===== config.mk =====
export PLATFORM = sky130hd
export DESIGN_NAME = pipe_elastic
export DESIGN_NICKNAME = d
export VERILOG_FILES = /design/src/rtl/pipe_elastic.sv
export SDC_FILE = /design/constraint.sdc
export NUM_CORES = 1
export LEC_CHECK = 0
export CAP_MARGIN = 20
export CORE_ASPECT_RATIO = 1.1
export CORE_MARGIN = 2
export CORE_UTILIZATION = 54
export CTS_CLUSTER_DIAMETER = 100
export DETAILED_ROUTE_END_ITERATION = 10
export GPL_TIMING_DRIVEN = 0
export MAX_ROUTING_LAYER = met4
export PLACE_DENSITY = 0.78
export SETUP_SLACK_MARGIN = 0.05
export SKIP_LAST_GASP = 1
export SLEW_MARGIN = 20
export SYNTH_ARGS = -nofsm -noshare
export SYNTH_HDL_FRONTEND = slang
export SYNTH_SLANG_ARGS = --single-unit

===== constraint.sdc =====
create_clock -name CLK -period 2.9 [get_ports CLK]
set_input_delay 0.435 -clock CLK [delete_from_list [all_inputs] [get_ports CLK]]
set_output_delay 0.435 -clock CLK [all_outputs]
set_load 0.005 [all_outputs]

===== src/rtl/pipe_elastic.sv =====
// Elastic pipeline chain: STAGES payload slots with per-slot valid bits, valid/ready on both ends,
// combinational back-pressure, bubble collapse, per-slot kill and global flush.
module pipe_elastic #(
    parameter int N      = 32,
    parameter int STAGES = 4,
    parameter int CW     = $clog2(STAGES + 1)
) (
    input  logic              CLK,
    input  logic              RST,
    input  logic              valid_i,
    output logic              ready_o,
    input  logic [N-1:0]      data_i,
    output logic              valid_o,
    input  logic              ready_i,
    output logic [N-1:0]      data_o,
    input  logic [STAGES-1:0] kill_mask_i,
    input  logic              flush_i,
    output logic [CW-1:0]     occupancy_o
);

    logic [STAGES-1:0] r_valid;
    logic [N-1:0]      r_data [STAGES];
    logic [CW-1:0]     r_occ;

    logic [STAGES-1:0] w_kill;
    logic [STAGES-1:0] w_live;
    logic [STAGES-1:0] w_rdy;
    logic              w_in_fire;
    logic              w_out_fire;
    logic [CW-1:0]     w_kill_cnt;

    function automatic logic [CW-1:0] f_popcount(input logic [STAGES-1:0] v);
        logic [CW-1:0] cnt;
        cnt = '0;
        for (int k = 0; k < STAGES; k++) begin
            cnt = cnt + CW'(v[k]);
        end
        return cnt;
    endfunction

    // A killed item counts as absent, so its slot is free to be overwritten this very cycle.
    always_comb begin
        w_kill = kill_mask_i | {STAGES{flush_i}};
        w_live = r_valid & ~w_kill;
        w_rdy  = '0;
        w_rdy[STAGES-1] = ~w_live[STAGES-1] | ready_i;
        for (int k = STAGES - 2; k >= 0; k--) begin
            w_rdy[k] = ~w_live[k] | w_rdy[k+1];
        end
        w_kill_cnt = f_popcount(r_valid & w_kill);
    end

    assign ready_o     = w_rdy[0];
    assign valid_o     = w_live[STAGES-1];
    assign data_o      = r_data[STAGES-1];
    assign occupancy_o = r_occ;
    assign w_in_fire   = valid_i & w_rdy[0];
    assign w_out_fire  = w_live[STAGES-1] & ready_i;

    // Data registers only load under a live incoming item; a held slot keeps its data even when killed.
    always_ff @(posedge CLK or negedge RST) begin
        if (!RST) begin
            r_valid <= '0;
            r_occ   <= '0;
            for (int k = 0; k < STAGES; k++) begin
                r_data[k] <= '0;
            end
        end else begin
            if (w_rdy[0]) begin
                r_valid[0] <= valid_i;
                if (valid_i) begin
                    r_data[0] <= data_i;
                end
            end else begin
                r_valid[0] <= w_live[0];
            end
            for (int k = 1; k < STAGES; k++) begin
                if (w_rdy[k]) begin
                    r_valid[k] <= w_live[k-1];
                    if (w_live[k-1]) begin
                        r_data[k] <= r_data[k-1];
                    end
                end else begin
                    r_valid[k] <= w_live[k];
                end
            end
            r_occ <= r_occ + CW'(w_in_fire) - CW'(w_out_fire) - w_kill_cnt;
        end
    end

    a_occ_consistent: assert property (@(posedge CLK) disable iff (!RST)
        (r_occ <= CW'(STAGES)) && (r_occ == f_popcount(r_valid)));

endmodule


[Yosys cells after proc, flatten, opt, wreduce, memory -nomap -nowiden]
Cells that the tools add are included.
Word-level totals
  flip-flop bits (word level): 135
  bits of input ports: 41
  output and inout port bits: 37
  word-level logic and storage cells: 34
Operators by class
  add/subtract/negate cells: 6
  multiplexer cells: 4
  bitwise gates (word level): 14
  reductions and logical operators: 4
Operator list (number)
  4-bit AND: 2
  2-bit AND reduction: 4
  3-bit by 1-bit adder with 3-bit output: 2
  1-bit 2-to-1 mux: 4
  1-bit NOT: 4
  4-bit NOT: 1
  1-bit OR: 4
  4-bit OR: 1
  2-bit by 1-bit adder with 3-bit output: 1
  3-bit by 1-bit subtractor with 3-bit output: 1
  3-bit subtractor: 1
  1-bit by 1-bit adder with 2-bit output: 1
  1-bit AND: 2

[Depth between registers and ports, before layout]
Gate-level depths: netlist of the first run.
  word-level depth: 12
  depth in mapped cells: 10
  depth with buffers taken out: 9

[Least setup slack after synthesis of the first run]
OpenSTA, ideal clock, no wires.
  path type: input to register
  start point: input port flush_i
  end point: register r_occ[2], in the netlist occupancy_o[2]
  library setup time: 0.125 ns
  data arrival time: 2.776 ns
  required time: 2.775 ns
  setup slack: -0.001 ns
  stages on the path: 10
  buffers on the path: 1
  cells stage by stage: buf_6 > nor3b_1 > and2_1 > fa_1 > fa_1 > inv_1 > fa_1 > ha_1 > xnor2_1 > xnor2_1
On the way
  cells in the longest elaborated chain, start to end: 12
  elaborated cells on any way between the ends: 20
  those cells by class: 6 x add/sub; 14 x bitwise
Ends and longest elaborated chain
  start, declared: RTL line 17  | input logic flush_i,
  4-bit OR (*): RTL line 43  | w_kill = kill_mask_i | {STAGES{flush_i}};
  4-bit NOT (*): RTL line 44  | w_live = r_valid & ~w_kill;
  4-bit AND (*): RTL line 44
  net valid_o: RTL line 13  | output logic valid_o,
  1-bit NOT: RTL line 46  | w_rdy[STAGES-1] = ~w_live[STAGES-1] | ready_i;
  1-bit OR: RTL line 46
  1-bit OR (3 in series): RTL line 48  | w_rdy[k] = ~w_live[k] | w_rdy[k+1];
  1-bit AND: RTL line 57  | assign w_in_fire = valid_i & w_rdy[0];
  3-bit by 1-bit adder with 3-bit output: RTL line 87  | r_occ <= r_occ + CW'(w_in_fire) - CW'(w_out_fire) - w_kill_cnt;
  3-bit by 1-bit subtractor with 3-bit output (*): RTL line 87
  3-bit subtractor (*): RTL line 87
  end signal, assigned: RTL line 87
  end, declared: RTL line 23  | logic [CW-1:0] r_occ;
Mark *: on every way through the listed nets, which the timed path passes. The rest lies on a longest branch.
A chain may end at the register's enable or synchronous reset.

[Worst setup path after layout of the first run]
  start point: input port flush_i
  end point: register r_occ[2], in the netlist occupancy_o[2]
On the way
  cells in the longest elaborated chain, start to end: 12
  elaborated cells on any way between the ends: 20
  those cells by class: 6 x add/sub; 14 x bitwise
Ends and longest elaborated chain (RTL line)
  4-bit OR (*): 43
  4-bit NOT: 44
  4-bit AND: 44
  1-bit NOT: 46
  1-bit OR: 46
  1-bit OR (3 in series): 48
  1-bit AND: 57
  3-bit by 1-bit adder with 3-bit output: 87
  3-bit by 1-bit subtractor with 3-bit output: 87
  3-bit subtractor (*): 87
Mark *: on every way between the ends. The rest lies on a longest branch, timed or not.

==> results.ini, run 1 <==
[sta]
worst_hold_slack_ns = 0.478
rsz0062_at_grt = no
finalHoldViolations = 0
worstMarginPinSlew_ns = 0.503
period_minus_slack_ns = 2.72
setup_violations = 0
period_share = 0.937
drv_slew = 0
slew_headroom = 0.663
finClkSkew_ns = 0.00662
fmax_ghz = 0.368

[run]
drv_cap = 0

[critical_path]
cp-startpoint = flush_i
arrival_ns = 3.01
crit_type = input port to flip-flop
critPathLaunchType = input port
crit_chain = dlygate4sd2_1 -> buf_6 -> nor3b_4 -> and2_4 -> fa_1 -> fa_1 -> inv_1 -> fa_1 -> ha_1 -> xnor2_2 -> xnor2_1
reg2reg_from = r_valid[3]
cp_data_required_time_ns = 3.19
critPathMostFrequentCell = fa_1
slowest_delay_ns = 0.42
setup.worst_path.end_class = flip-flop
worstPathMaxFanout = 10
critPathSlowestCell = fa_1

[clock_tree]
clk_path_buf_depth = 2
htreeDepth = 4
root_buffer = clkbuf_16
insertion_delay_ns = 0.41
path_clk_slew_ns = 0.05
cts_tree = built
numCtsBuffers = 17
cts.sinks = 135

[grt]
overflow = 0
track_usage = 0.190
grt_antenna_before_repair = 0
grt_pass1_wl_um = 15700
grt_pass1_vias = 3169
grt_max_degree = 91

[detailed_routing]
first_pass_iters = 3
drt_iter0_markers = 61
drtAntennaViolNets = 0
wl_per_cell_um = 15.6
routed_via_density = 5.06
drc = 0
vias = 2966
totalWireLength_um = 9140

[run_status]
outcome = finished, final reports clean

[logic_synthesis]
synth_cell_types = 24
yosys_warnings = 0
seq_area_frac_synth = 0.600
syn_nets = 399
syn-cell-area_mm2 = 0.00563
avgSynthCellArea_um2 = 16.0
yosys_register_bits = 135
synth_cells = 351

[placement]
hpwlAfterDp_um = 6160
gp_congestion = 0.728
dp_cells = 552
io_buffers = 77

[final_layout]
post_layout_nonfiller_instances = 586
n_fill_cell = 707
syn_to_final_growth_pct = 28.4
final-seq-area_mm2 = 0.00338
multi_input_area_mm2 = 0.00181
nNetsFinal = 498
antennaDiodeCount = 0
drive_gt1_frac = 0.447

[floorplan]
dieWidth_um = 101
initial_core_util = 0.549
std_cell_rows = 39
num_io_pins = 78
die_y_um = 111
dieArea_mm2 = 0.0113
core_area_mm2 = 0.0102

[hold_path]
hold_path_class = flip-flop to flip-flop
hp-start = r_data[91]

[power]
ir_worst_vdd_v = 0.000456
p_leak_nw = 3.28
pwr_density_cell_mw_per_mm2 = 746

[cells in the final DEF, fill, tap and decap left out]
cell type	synthesis	layout
nor3b_4	1	2
ha_1	4	4
or3b_1	1	1
clkbuf_8	0	4
o21a_1	4	4
dlygate4sd3_1	0	1
buf_8	0	1
inv_1	9	9
dlygate4sd2_1	0	2
buf_16	0	1
clkbuf_16	0	17
mux2_2	115	115
buf_6	11	11
mux2_1	13	13
xnor2_2	0	1
clkinv_2	0	4
buf_4	32	33
inv_6	0	1
nand2_1	3	3
clkinv_4	0	2
buf_12	3	3
nor3b_1	2	1
a31oi_4	1	1
nand4_1	1	1
clkinvlp_4	0	2
xnor2_1	3	2
or3b_4	2	2
bufinv_16	0	2
nor3b_2	2	2
a21oi_4	1	1
a41o_1	1	1
o21ai_0	2	2
dfrtp_1	135	135
fa_1	3	3
nor2_4	1	1
and2_4	0	1
clkdlybuf4s50_1	0	74
[kinds of logic after synthesis]
family	count (synthesis)	share of synthesized area
AOI/OAI and AO/OA	9	0.0156
and+or+nand+nor	14	0.0222
buffers and inverters	55	0.0814
xor gates and xnor gates	3	0.00467
muxes	128	0.256
adders and majority gates	7	0.0196
DFF	135	0.600
[final timing paths]
check	cells past startpoint	slack [ns]	end
setup / recovery	11	0.18	occupancy_o[2]
hold / removal	1	0.48	r_data[91]
setup reg to reg	9	0.23	occupancy_o[2]
hold reg to reg	1	0.48	r_data[91]
max in group asynchronous	3	1.64	r_data[112]
min in group asynchronous	2	0.50	occupancy_o[2]
[final cells by class]
cell class | instances | share of cell area
clock inverters | 11 | 0.0168
repair buffers | 80 | 0.113
well taps | 123 | 0.0213
inverters | 9 | 0.00468
clock buffers | 21 | 0.0665
flip-flops and latches | 135 | 0.468
multi-input cells | 161 | 0.251
plain buffers | 46 | 0.0587
[where the power goes]
group | switching [W] | leakage (nW) | internal, W | total [W]
logic | 0.000262 | 1.30 | 0.000555 | 0.000817
registers | 0.000180 | 1.68 | 0.00226 | 0.00244
clock network | 0.000771 | 0.295 | 0.00136 | 0.00213
[per-layer routing]
layer / share of wire / track usage / vias to the layer above / wire, um
met5: 0 / - / - / 0
met4: 0.011 / 0.0622 / 0 / 96
met3: 0.035 / 0.0586 / 10 / 317
met2: 0.51 / 0.290 / 57 / 4660
met1: 0.44 / 0.243 / 1517 / 4060
li1: - / - / 1382 / -
[what timing repair did]
action                     in CTS  in global routing
hold buffers                    1                  0
setup endpoints to repair       1                  1
resized for setup               5                  0
hold endpoints to repair       45                  0
pin swaps                       0                  1
buffers inserted                0                  1
[through the flow]
stage                     power (W)  worst slack [ns]  instance area (um2)  setup TNS (ns)  utilization
after floorplan             0.00293             0.105                 5630               0            -
after global placement      0.00324             -3.68                 6560         -496.26        0.640
after detailed placement    0.00330            -0.537                 6590          -0.847        0.643
after CTS                   0.00545             0.131                 7210               0        0.704
after global routing        0.00567            0.0685                 7220               0        0.705
final                       0.00539             0.182                 7220               0        0.705
[synthesized netlist by cell type]
| master | number | area, um2 |
|---|---|---|
| o21a_1 | 4 | 30.0 |
| mux2_2 | 115 | 1290 |
| or3b_4 | 2 | 22.5 |
| o21ai_0 | 2 | 10.0 |
| inv_1 | 9 | 33.8 |
| a31oi_4 | 1 | 21.3 |
| xnor2_1 | 3 | 26.3 |
| nor3b_4 | 1 | 18.8 |
| mux2_1 | 13 | 146 |
| buf_6 | 11 | 124 |
| and2_1 | 1 | 6.26 |
| fa_1 | 3 | 60.1 |
| nor2_4 | 1 | 11.3 |
| or3b_1 | 1 | 8.76 |
| dfrtp_1 | 135 | 3380 |
| a41o_1 | 1 | 10.0 |
| buf_12 | 3 | 60.1 |
| a21oi_4 | 1 | 16.3 |
| nor3b_1 | 2 | 15.0 |
| nand2_1 | 3 | 11.3 |
| ha_1 | 4 | 50.1 |
| buf_4 | 32 | 240 |
| nand4_1 | 1 | 6.26 |
| nor3b_2 | 2 | 25.0 |
[critical path, delay by kind of cell]
family / cells / cell delay [ns]
AND/OR/NAND/NOR: 2 / 0.35
adder cells (fa/ha/maj): 4 / 1.43
buffers and inverters: 3 / 0.52
XOR/XNOR: 2 / 0.28
[sequential cells by signal, indices dropped and copies added (netlist names)]
signal,cells
r_data,96
data_o,32
occupancy_o,3
r_valid,4
Note: power is estimated with default switching activity, not from simulation.
==> run 2, diff against run 1 <==
--- a/config.mk
+++ b/config.mk
@@ -10,3 +10,3 @@
 export CORE_MARGIN = 2
-export CORE_UTILIZATION = 54
+export CORE_UTILIZATION = 45
 export CTS_CLUSTER_DIAMETER = 100
@@ -15,3 +15,3 @@
 export MAX_ROUTING_LAYER = met4
-export PLACE_DENSITY = 0.78
+export PLACE_DENSITY = 0.67
 export SETUP_SLACK_MARGIN = 0.05
--- a/constraint.sdc
+++ b/constraint.sdc
@@ -3,2 +3,2 @@
 set_output_delay 0.435 -clock CLK [all_outputs]
-set_load 0.005 [all_outputs]
+set_load 0.01 [all_outputs]
==> results.ini, run 2 (synthesis results as in run 1) <==
[grt]
track_usage = 0.159  ; -0.0308
overflow = 0  ; unchanged
grt_antenna_before_repair = 0  ; unchanged
grt_pass1_vias = 3189  ; +0.63%
grt_max_degree = 82  ; -9.9%
grt_pass1_wl_um = 15900  ; +1.4%

[critical_path]
critPathMostFrequentCell = fa_1
critPathLaunchType = input port
crit_chain = dlygate4sd2_1 -> buf_6 -> nor3b_4 -> and2_4 -> fa_1 -> fa_1 -> inv_1 -> fa_1 -> ha_1 -> xnor2_1 -> xnor2_1
worstPathMaxFanout = 10  ; unchanged
reg2reg_slack_ns = 0.24  ; about the same
reg2reg_to = occupancy_o[2]
critPathSlowestCell = fa_1
arrival_ns = 3.07  ; +0.06 ns
cp_data_required_time_ns = 3.23  ; +0.04 ns
reg2reg_from = r_valid[3]
rr_worst_depth = 9  ; unchanged
setup.worst_path.end_class = flip-flop
slowest_delay_ns = 0.42  ; about the same
crit_type = input port to flip-flop

[floorplan]
die_y_um = 121  ; +9.2%
dieWidth_um = 111  ; +9.2%
num_io_pins = 78  ; unchanged
std_cell_rows = 42  ; +7.7%
core_area_mm2 = 0.0121  ; +18%
dieArea_mm2 = 0.0134  ; +19%
initial_core_util = 0.464  ; -0.0856

[final_layout]
drive_gt1_frac = 0.439  ; -0.00769
largest_reg_flops = 96  ; unchanged
post_layout_nonfiller_instances = 616  ; +5.1%
antennaDiodeCount = 0  ; unchanged
syn_to_final_growth_pct = 28.2  ; about the same
final-seq-area_mm2 = 0.00338  ; unchanged
final_cell_mix = dfrtp_1, mux2_2, clkdlybuf4s50_1, buf_4, clkbuf_16
nNetsFinal = 497  ; -0.20%
top_register = r_data
multi_input_area_mm2 = 0.00180  ; -0.41%
mostFrequentLayoutCell = dfrtp_1
n_fill_cell = 968  ; +37%

[clock_tree]
post-cts-setup-buffer-count = 0  ; unchanged
cts.sinks = 135  ; unchanged
numCtsBuffers = 17  ; unchanged
path_clk_slew_ns = 0.05  ; about the same
clk_path_buf_depth = 2  ; unchanged
root_buffer = clkbuf_16
cts_tree = built
htreeDepth = 4  ; unchanged
insertion_delay_ns = 0.41  ; about the same

[sta]
period_minus_slack_ns = 2.74  ; +0.0203 ns
setup_slack_ns = 0.162  ; -0.0203 ns
drv_slew = 0  ; unchanged
fmax_ghz = 0.365  ; -0.74%
finClkSkew_ns = 0.00611  ; -0.000516 ns
worstMarginPinSlew_ns = 0.532  ; +0.0289 ns
period_share = 0.944  ; +0.00701
setup_violations = 0  ; unchanged
finalHoldViolations = 0  ; unchanged
slew_headroom = 0.644  ; -0.0194
rsz0062_at_grt = no

[detailed_routing]
first_pass_iters = 4  ; +1
routed_via_density = 4.81  ; -5.0%
drc = 0  ; unchanged
drt_iter0_markers = 84  ; +38%
drtAntennaViolNets = 0  ; unchanged
vias = 2963  ; -0.10%
totalWireLength_um = 9340  ; +2.2%
wl_per_cell_um = 15.2  ; -2.7%

[power]
power_w = 0.00531  ; -1.4%
p_leak_nw = 3.26  ; -0.63%
pwr_density_cell_mw_per_mm2 = 736  ; -1.4%
ir_worst_vdd_v = 0.000389  ; -15%

[hold_path]
whs_path_depth = 1  ; unchanged
hp-start = r_data[68]
hold_path_class = flip-flop to flip-flop
hold_end = r_data[68]

[placement]
dp_cells = 583  ; +5.6%
io_buffers = 77  ; unchanged
gp_congestion = 0.764  ; +5.0%
hpwlAfterDp_um = 6190  ; +0.43%
pre_cts_slack_ns = -0.509  ; +0.0282 ns

[run_status]
outcome = finished, final reports clean

[run]
drv_cap = 0  ; unchanged

## run 2: cell types whose count changed in the layout (fill, tap and decap cells not counted), sizes merged
cell    before  now
clkbuf      21   24
buf         49   48
inv         10    9
clkinv       6    5
bufinv       2    1
## run 2: how the worst max path moves through the flow
| stage | end | startpoint |
|---|---|---|
| floorplan | occupancy_o[2] | flush_i |
| global placement | data_o[28] | RST |
| detailed placement | occupancy_o[2] | flush_i |
| CTS | occupancy_o[2] | flush_i |
| global route | occupancy_o[2] | flush_i |
| finish | occupancy_o[2] | flush_i |
## run 2: critical path: cells and delay by family
| family | cells | cell delay [ns] |
|---|---|---|
| adder cells (fa/ha/maj) | 4 | 1.41 |
| AND/OR/NAND/NOR | 2 | 0.40 |
| buffers and inverters | 3 | 0.50 |
| XOR/XNOR | 2 | 0.32 |
## run 2: layer usage
metal / share of wire / vias to the layer above / GRT usage
met5: 0 / - / -
met3: 0.042 / 19 / 0.0504
met1: 0.46 / 1509 / 0.195
met2: 0.48 / 61 / 0.242
met4: 0.022 / 0 / 0.0750
li1: - / 1374 / -
## run 2: final cells by class
class / instances / share of cell area
repair buffers: 79 / 0.112
flip-flops and latches: 135 / 0.468
clock inverters: 8 / 0.00971
plain buffers: 46 / 0.0588
well taps: 154 / 0.0267
clock buffers: 24 / 0.0695
multi-input cells: 161 / 0.250
inverters: 9 / 0.00468
## run 2: repair_timing
action | 4_1_cts | 5_1_grt
pin swaps | 1 | 1
resized for setup | 3 | 0
endpoints found under the setup margin | 1 | 1
endpoints found under the hold margin | 54 | 0
hold buffers | 1 | 0
## run 2: report_power, final
| group | switching (W) | leakage [nW] | internal (W) |
|---|---|---|---|
| clock | 0.000750 | 0.282 | 0.00128 |
| sequential | 0.000177 | 1.68 | 0.00226 |
| combinational | 0.000283 | 1.30 | 0.000552 |
## run 2: metrics by stage
step / hold slack, ns / area [um2] / utilization / TNS [ns]
final: 0.482 / 7220 / 0.594 / 0
after global routing: 0.505 / 7220 / 0.594 / 0
after CTS: 0.485 / 7220 / 0.594 / 0
after detailed placement: 0.380 / 6630 / 0.546 / -0.828
after global placement: 0.462 / 6600 / 0.544 / -512.53
after floorplan: 0.139 / 5640 / - / 0
==> run 3, diff against run 2 <==
- CTS_BUF_LIST: not set -> sky130_fd_sc_hd__clkbuf_4 sky130_fd_sc_hd__clkbuf_8 sky130_fd_sc_hd__clkbuf_16
- SKIP_CTS_REPAIR_TIMING: not set -> 1
==> results.ini, run 3 (synthesis results as in run 1) <==
[detailed_routing]
wl_per_cell_um = 15.2  ; +0.17%
vias = 2961  ; -0.067%
totalWireLength_um = 9360  ; +0.17%
drtAntennaViolNets = 0  ; unchanged
routed_via_density = 4.81  ; about the same
drc = 0  ; unchanged
drt_iter0_markers = 83  ; -1.2%
first_pass_iters = 4  ; unchanged

[run_status]
outcome = finished, final reports clean

[floorplan]
core_area_mm2 = 0.0121  ; unchanged
dieWidth_um = 111  ; unchanged
die_y_um = 121  ; unchanged
initial_core_util = 0.464  ; unchanged
std_cell_rows = 42  ; unchanged
dieArea_mm2 = 0.0134  ; unchanged
num_io_pins = 78  ; unchanged

[clock_tree]
htreeDepth = 4  ; unchanged
root_buffer = clkbuf_16
insertion_delay_ns = 0.41  ; about the same
cts.sinks = 135  ; unchanged
cts_tree = built
numCtsBuffers = 17  ; unchanged
clk_path_buf_depth = 2  ; unchanged
path_clk_slew_ns = 0.05  ; about the same

[sta]
period_minus_slack_ns = 2.65  ; -0.0920 ns
finClkSkew_ns = 0.00480  ; -0.00131 ns
setup_slack_ns = 0.254  ; +0.0920 ns
period_share = 0.912  ; -0.0317
drv_slew = 0  ; unchanged
setup_violations = 0  ; unchanged
fmax_ghz = 0.378  ; +3.5%
finalHoldViolations = 0  ; unchanged
rsz0062_at_grt = no
tns_ns = 0  ; unchanged
worst_hold_slack_ns = 0.476  ; -0.00587 ns
slew_headroom = 0.643  ; about the same
worstMarginPinSlew_ns = 0.533  ; +0.000918 ns

[critical_path]
rr_worst_depth = 9  ; unchanged
reg2reg_slack_ns = 0.25  ; about the same
crit_type = flip-flop to flip-flop
cp_data_required_time_ns = 3.19  ; -0.04 ns
arrival_ns = 2.94  ; -0.13 ns
critPathLaunchType = flip-flop
setup.worst_path.end_class = flip-flop
worstPathMaxFanout = 3  ; -7

[final_layout]
final_cell_mix = dfrtp_1, mux2_2, clkdlybuf4s50_1, buf_4, clkbuf_16
syn_to_final_growth_pct = 28.7
nNetsFinal = 497  ; unchanged
n_fill_cell = 965  ; -0.31%
multi_input_area_mm2 = 0.00181  ; +0.55%
antennaDiodeCount = 0  ; unchanged
largest_reg_flops = 96  ; unchanged
mostFrequentLayoutCell = dfrtp_1
top_register = r_data
final-seq-area_mm2 = 0.00338  ; unchanged
postLayoutCoreUtil = 0.596  ; +0.00206
drive_gt1_frac = 0.448  ; +0.00866

[grt]
grt_pass1_vias = 3186  ; -0.094%
grt_max_degree = 82  ; unchanged
grt_antenna_before_repair = 0  ; unchanged
track_usage = 0.160  ; +0.00105
grt_pass1_wl_um = 16000  ; +0.52%
overflow = 0  ; unchanged

[power]
p_leak_nw = 3.28  ; +0.69%
power_w = 0.00534  ; +0.62%
pwr_density_cell_mw_per_mm2 = 738  ; +0.27%
ir_worst_vdd_v = 0.000389  ; about the same

[placement]
pre_cts_slack_ns = -0.509  ; unchanged
io_buffers = 77  ; unchanged
gp_congestion = 0.764  ; unchanged
hpwlAfterDp_um = 6190  ; unchanged

[hold_path]
hold_path_class = input port to flip-flop
whs_path_depth = 4  ; +3

[run]
drv_cap = 0  ; unchanged

## run 3: per-stage QoR
step,area (um2),instances
global placement,6600,582
global route,7240,616
detailed placement,6630,583
CTS,7210,615
finish,7240,616
floorplan,5640,351
## run 3: final cells by class
type	count	area share
clock inverters	8	0.00968
repair buffers	79	0.113
well taps	154	0.0266
clock buffers	24	0.0703
multi-input cells	161	0.251
inverters	9	0.00467
plain buffers	46	0.0586
flip-flops and latches	135	0.467
## run 3: worst paths after layout
path | start | end
min in group asynchronous | RST | data_o[7]
max in group asynchronous | RST | r_data[92]
min | flush_i | r_valid[2]
max | r_valid[3] | occupancy_o[2]
min reg2reg | r_data[68] | r_data[68]
max reg2reg | r_valid[3] | occupancy_o[2]
## run 3: critical path, cell delays in order, from the launching register on
cell     delay [ns]
dfrtp_1        0.36
nor3b_4        0.23
and2_4         0.18
fa_1           0.42
fa_1           0.37
inv_1          0.08
fa_1           0.43
ha_2           0.20
xnor2_2        0.13
xnor2_1        0.13
## run 3: layer usage
metal | track usage | share of wire
met2 | 0.242 | 0.48
met4 | 0.0750 | 0.021
met1 | 0.198 | 0.45
met5 | - | 0
met3 | 0.0504 | 0.042
## run 3: report_power, final
part,total [W],switching [W],internal [W]
combinational,0.000844,0.000286,0.000559
sequential,0.00244,0.000177,0.00226
clock,0.00206,0.000754,0.00130
==> RTL change (config.mk and constraints of run 1) <==
Make the reset (`RST`) synchronous in one clocked block.
--- a/src/rtl/pipe_elastic.sv
+++ b/src/rtl/pipe_elastic.sv
@@ -58,7 +58,7 @@
     assign w_out_fire  = w_live[STAGES-1] & ready_i;
 
     // Data registers only load under a live incoming item; a held slot keeps its data even when killed.
-    always_ff @(posedge CLK or negedge RST) begin
+    always_ff @(posedge CLK) begin
         if (!RST) begin
             r_valid <= '0;
             r_occ   <= '0;
Check against the original RTL: differs if RST is asserted again (counterexample within 4 cycles, from zero or initial values and one cycle with RST low); with RST held inactive, the same outputs for 10 cycles.
==> RTL change against run 1 <==
  * Routed wire length shrank 16%
  * Critical endpoint is now ready_o
  * Cell count grew 7.7%
  * Sequential cell count is the same
  * Utilization grew 1.7 points
  * Synthesized area shrank 0.78%
  * Setup slack lost 61 ps
  * Design area shrank 0.17%
Power is not compared: it rests on default switching activity, and its combinational part moved more than twofold at a synthesized area within 25%.
==> RTL change: results (changes against run 1) <==
| Metric | Value |
|---|---|
| Worst reg-to-reg setup slack | 190 ps (-40 ps) |
| Met3 wire length | 405 µm (+28%) |
| Top cells by area, synth | edfxtp_1 69%, and2_1 11%, buf_4 4.3% |
| Met2 WL | 3760 µm (-19%) |
| Total track usage | 0.155 (-0.0347) |
| Setup ws final | 122 ps (-60.5 ps) |
| Crit Path Class | in -> out |
| Post-CTS sizing | 8 (+3) |
| Seq/Total Area, Yosys | 0.714 (+0.113) |
| Setup crit end | ready_o |
| Net Count, Synth | 446 (+12%) |
| GP Congestion | 0.764 (+4.9%) |
| Clk_lat worst skew | 510 ps (+100 ps) |
| Synth async-reset ratio | 0 (-1.00) |
| Clock skew | 7.86 ps (+1.24 ps) |
| Reg2Reg Launch Point | r_valid[3] |
| Largest Register | r_data |
| Iteration-0 DRC Markers | 137 (+120%) |
| Slowest Stage Delay on Critical Path | 460 ps (+40 ps) |
| Layout cell share with drive strength beyond 1 | 0.162 (-0.285) |
| Via density per instance | 4.62 (-8.7%) |
| CP top delay family | buffers and inverters |
| Worst-Margin Slew | 903 ps (+400 ps) |
| Final Instance Count excl. Fillers | 631 (+7.7%) |
| DP Cell Count | 597 (+8.2%) |
| Number of synthesized flops with an enable pin | 128 (+128) |
| Number of global-route vias before repair | 2787 (-12%) |
| HPWL after detailed placement | 5050 µm (-18%) |
| Global-route wire length before repair | 12900 µm (-18%) |
| Critical Path Start | ready_i |
| CP Data Arrival Time | 2340 ps (-670 ps) |
| Fin nets | 550 (+10%) |
| Status | finished clean |
| Peak VDD IR | 0.391 mV |
| Crit-path slowest cell | clkdlybuf4s50_1 |
| Cts bufs inserted | 17 (unchanged) |
| Antenna Cells | 0 (unchanged) |
| Largest net degree at the start of global routing | 33 (-64%) |
| Min-Delay Path Class | in -> reg |
| Commonest cells post-synth | 128 x edfxtp_1, 99 x and2_1, 36 x nor2_1 |
| Clk root buf | clkbuf_8 |
| Pre-CTS WS | -627 ps (-89.8 ps) |
| Drt first pass iters | 4 (+1) |
| Post-CTS setup buffers | 5 (+5) |
| DRT Wirelength | 7630 µm (-16%) |
| Clock Path Buffers | 2 (unchanged) |
| Netlist cell types | 29 (+21%) |
| H-tree depth | 4 (unchanged) |
| Capturing point of the worst reg2reg path | occupancy_o[2] |
| R2r worst-path depth | 11 (+2) |
| Max FFs per register | 128 (+33%) |
| CP max FO | 4 (-6) |
| Avg Cell Area, Syn | 14.0 µm² (-12%) |
| Met1 WL | 3380 µm (-17%) |
-- RTL change: cell count changes in the layout (fill, tap and decap cells not counted), moves of 13 or more --
cell | before | now
mux2_1 | 13 | 0
dfrtp_1 | 135 | 0
mux2_2 | 115 | 0
nand2_1 | 3 | 33
edfxtp_1 | 0 | 128
nor2_1 | 0 | 36
and2_1 | 0 | 99
clkbuf_1 | 0 | 17
-- RTL change: area by class of cell --
type	instances	area, µm²
Timing Repair Buffer	86	876
Inverter	7	26.3
Fill cell	648	2780
Clock inverter	7	82.6
Clock buffer	21	429
Sequential cell	135	3990
Buffer	49	334
Multi-Input combinational cell	206	1330
Tap cell	120	150
-- RTL change: report_power, final --
group	internal (W)	switching (W)	total, W
clock network	0.00119	0.000675	0.00186
logic	0.000148	0.000109	0.000257
registers	0.00222	0.0000241	0.00225
-- RTL change: cells by family after synthesis --
logic type / synth area share
flops: 0.714
compound gates: 0.0150
buf+inv: 0.0652
simple gates: 0.182
fa+ha+maj: 0.0197
xor+xnor: 0.00471
-- RTL change: how the worst min path moves through the flow --
stage	start	to	slack, ps	cells after the start
2_1_floorplan	r_data[0][68]	r_data[0][100]	500	1
5_1_grt	kill_mask_i[2]	r_valid[3]	420	3
3_5_place_dp	r_data[0][78]	r_data[0][110]	500	1
3_3_place_gp	r_data[0][14]	r_data[0][46]	500	1
4_1_cts	r_data[0][70]	r_data[0][102]	510	1
6_report	kill_mask_i[2]	r_valid[3]	390	3
-- RTL change: layer usage --
layer,up-vias,track usage
met5,-,-
met4,0,0.0685
met3,6,0.0506
met2,89,0.230
met1,1300,0.196
li1,1520,-
-- RTL change: metrics by stage --
step	hold slack (ps)	cell area, µm²
floorplan	497	5610
global placement	505	6530
detailed placement	502	6620
CTS	515	7190
global route	419	7210
finish	394	7210
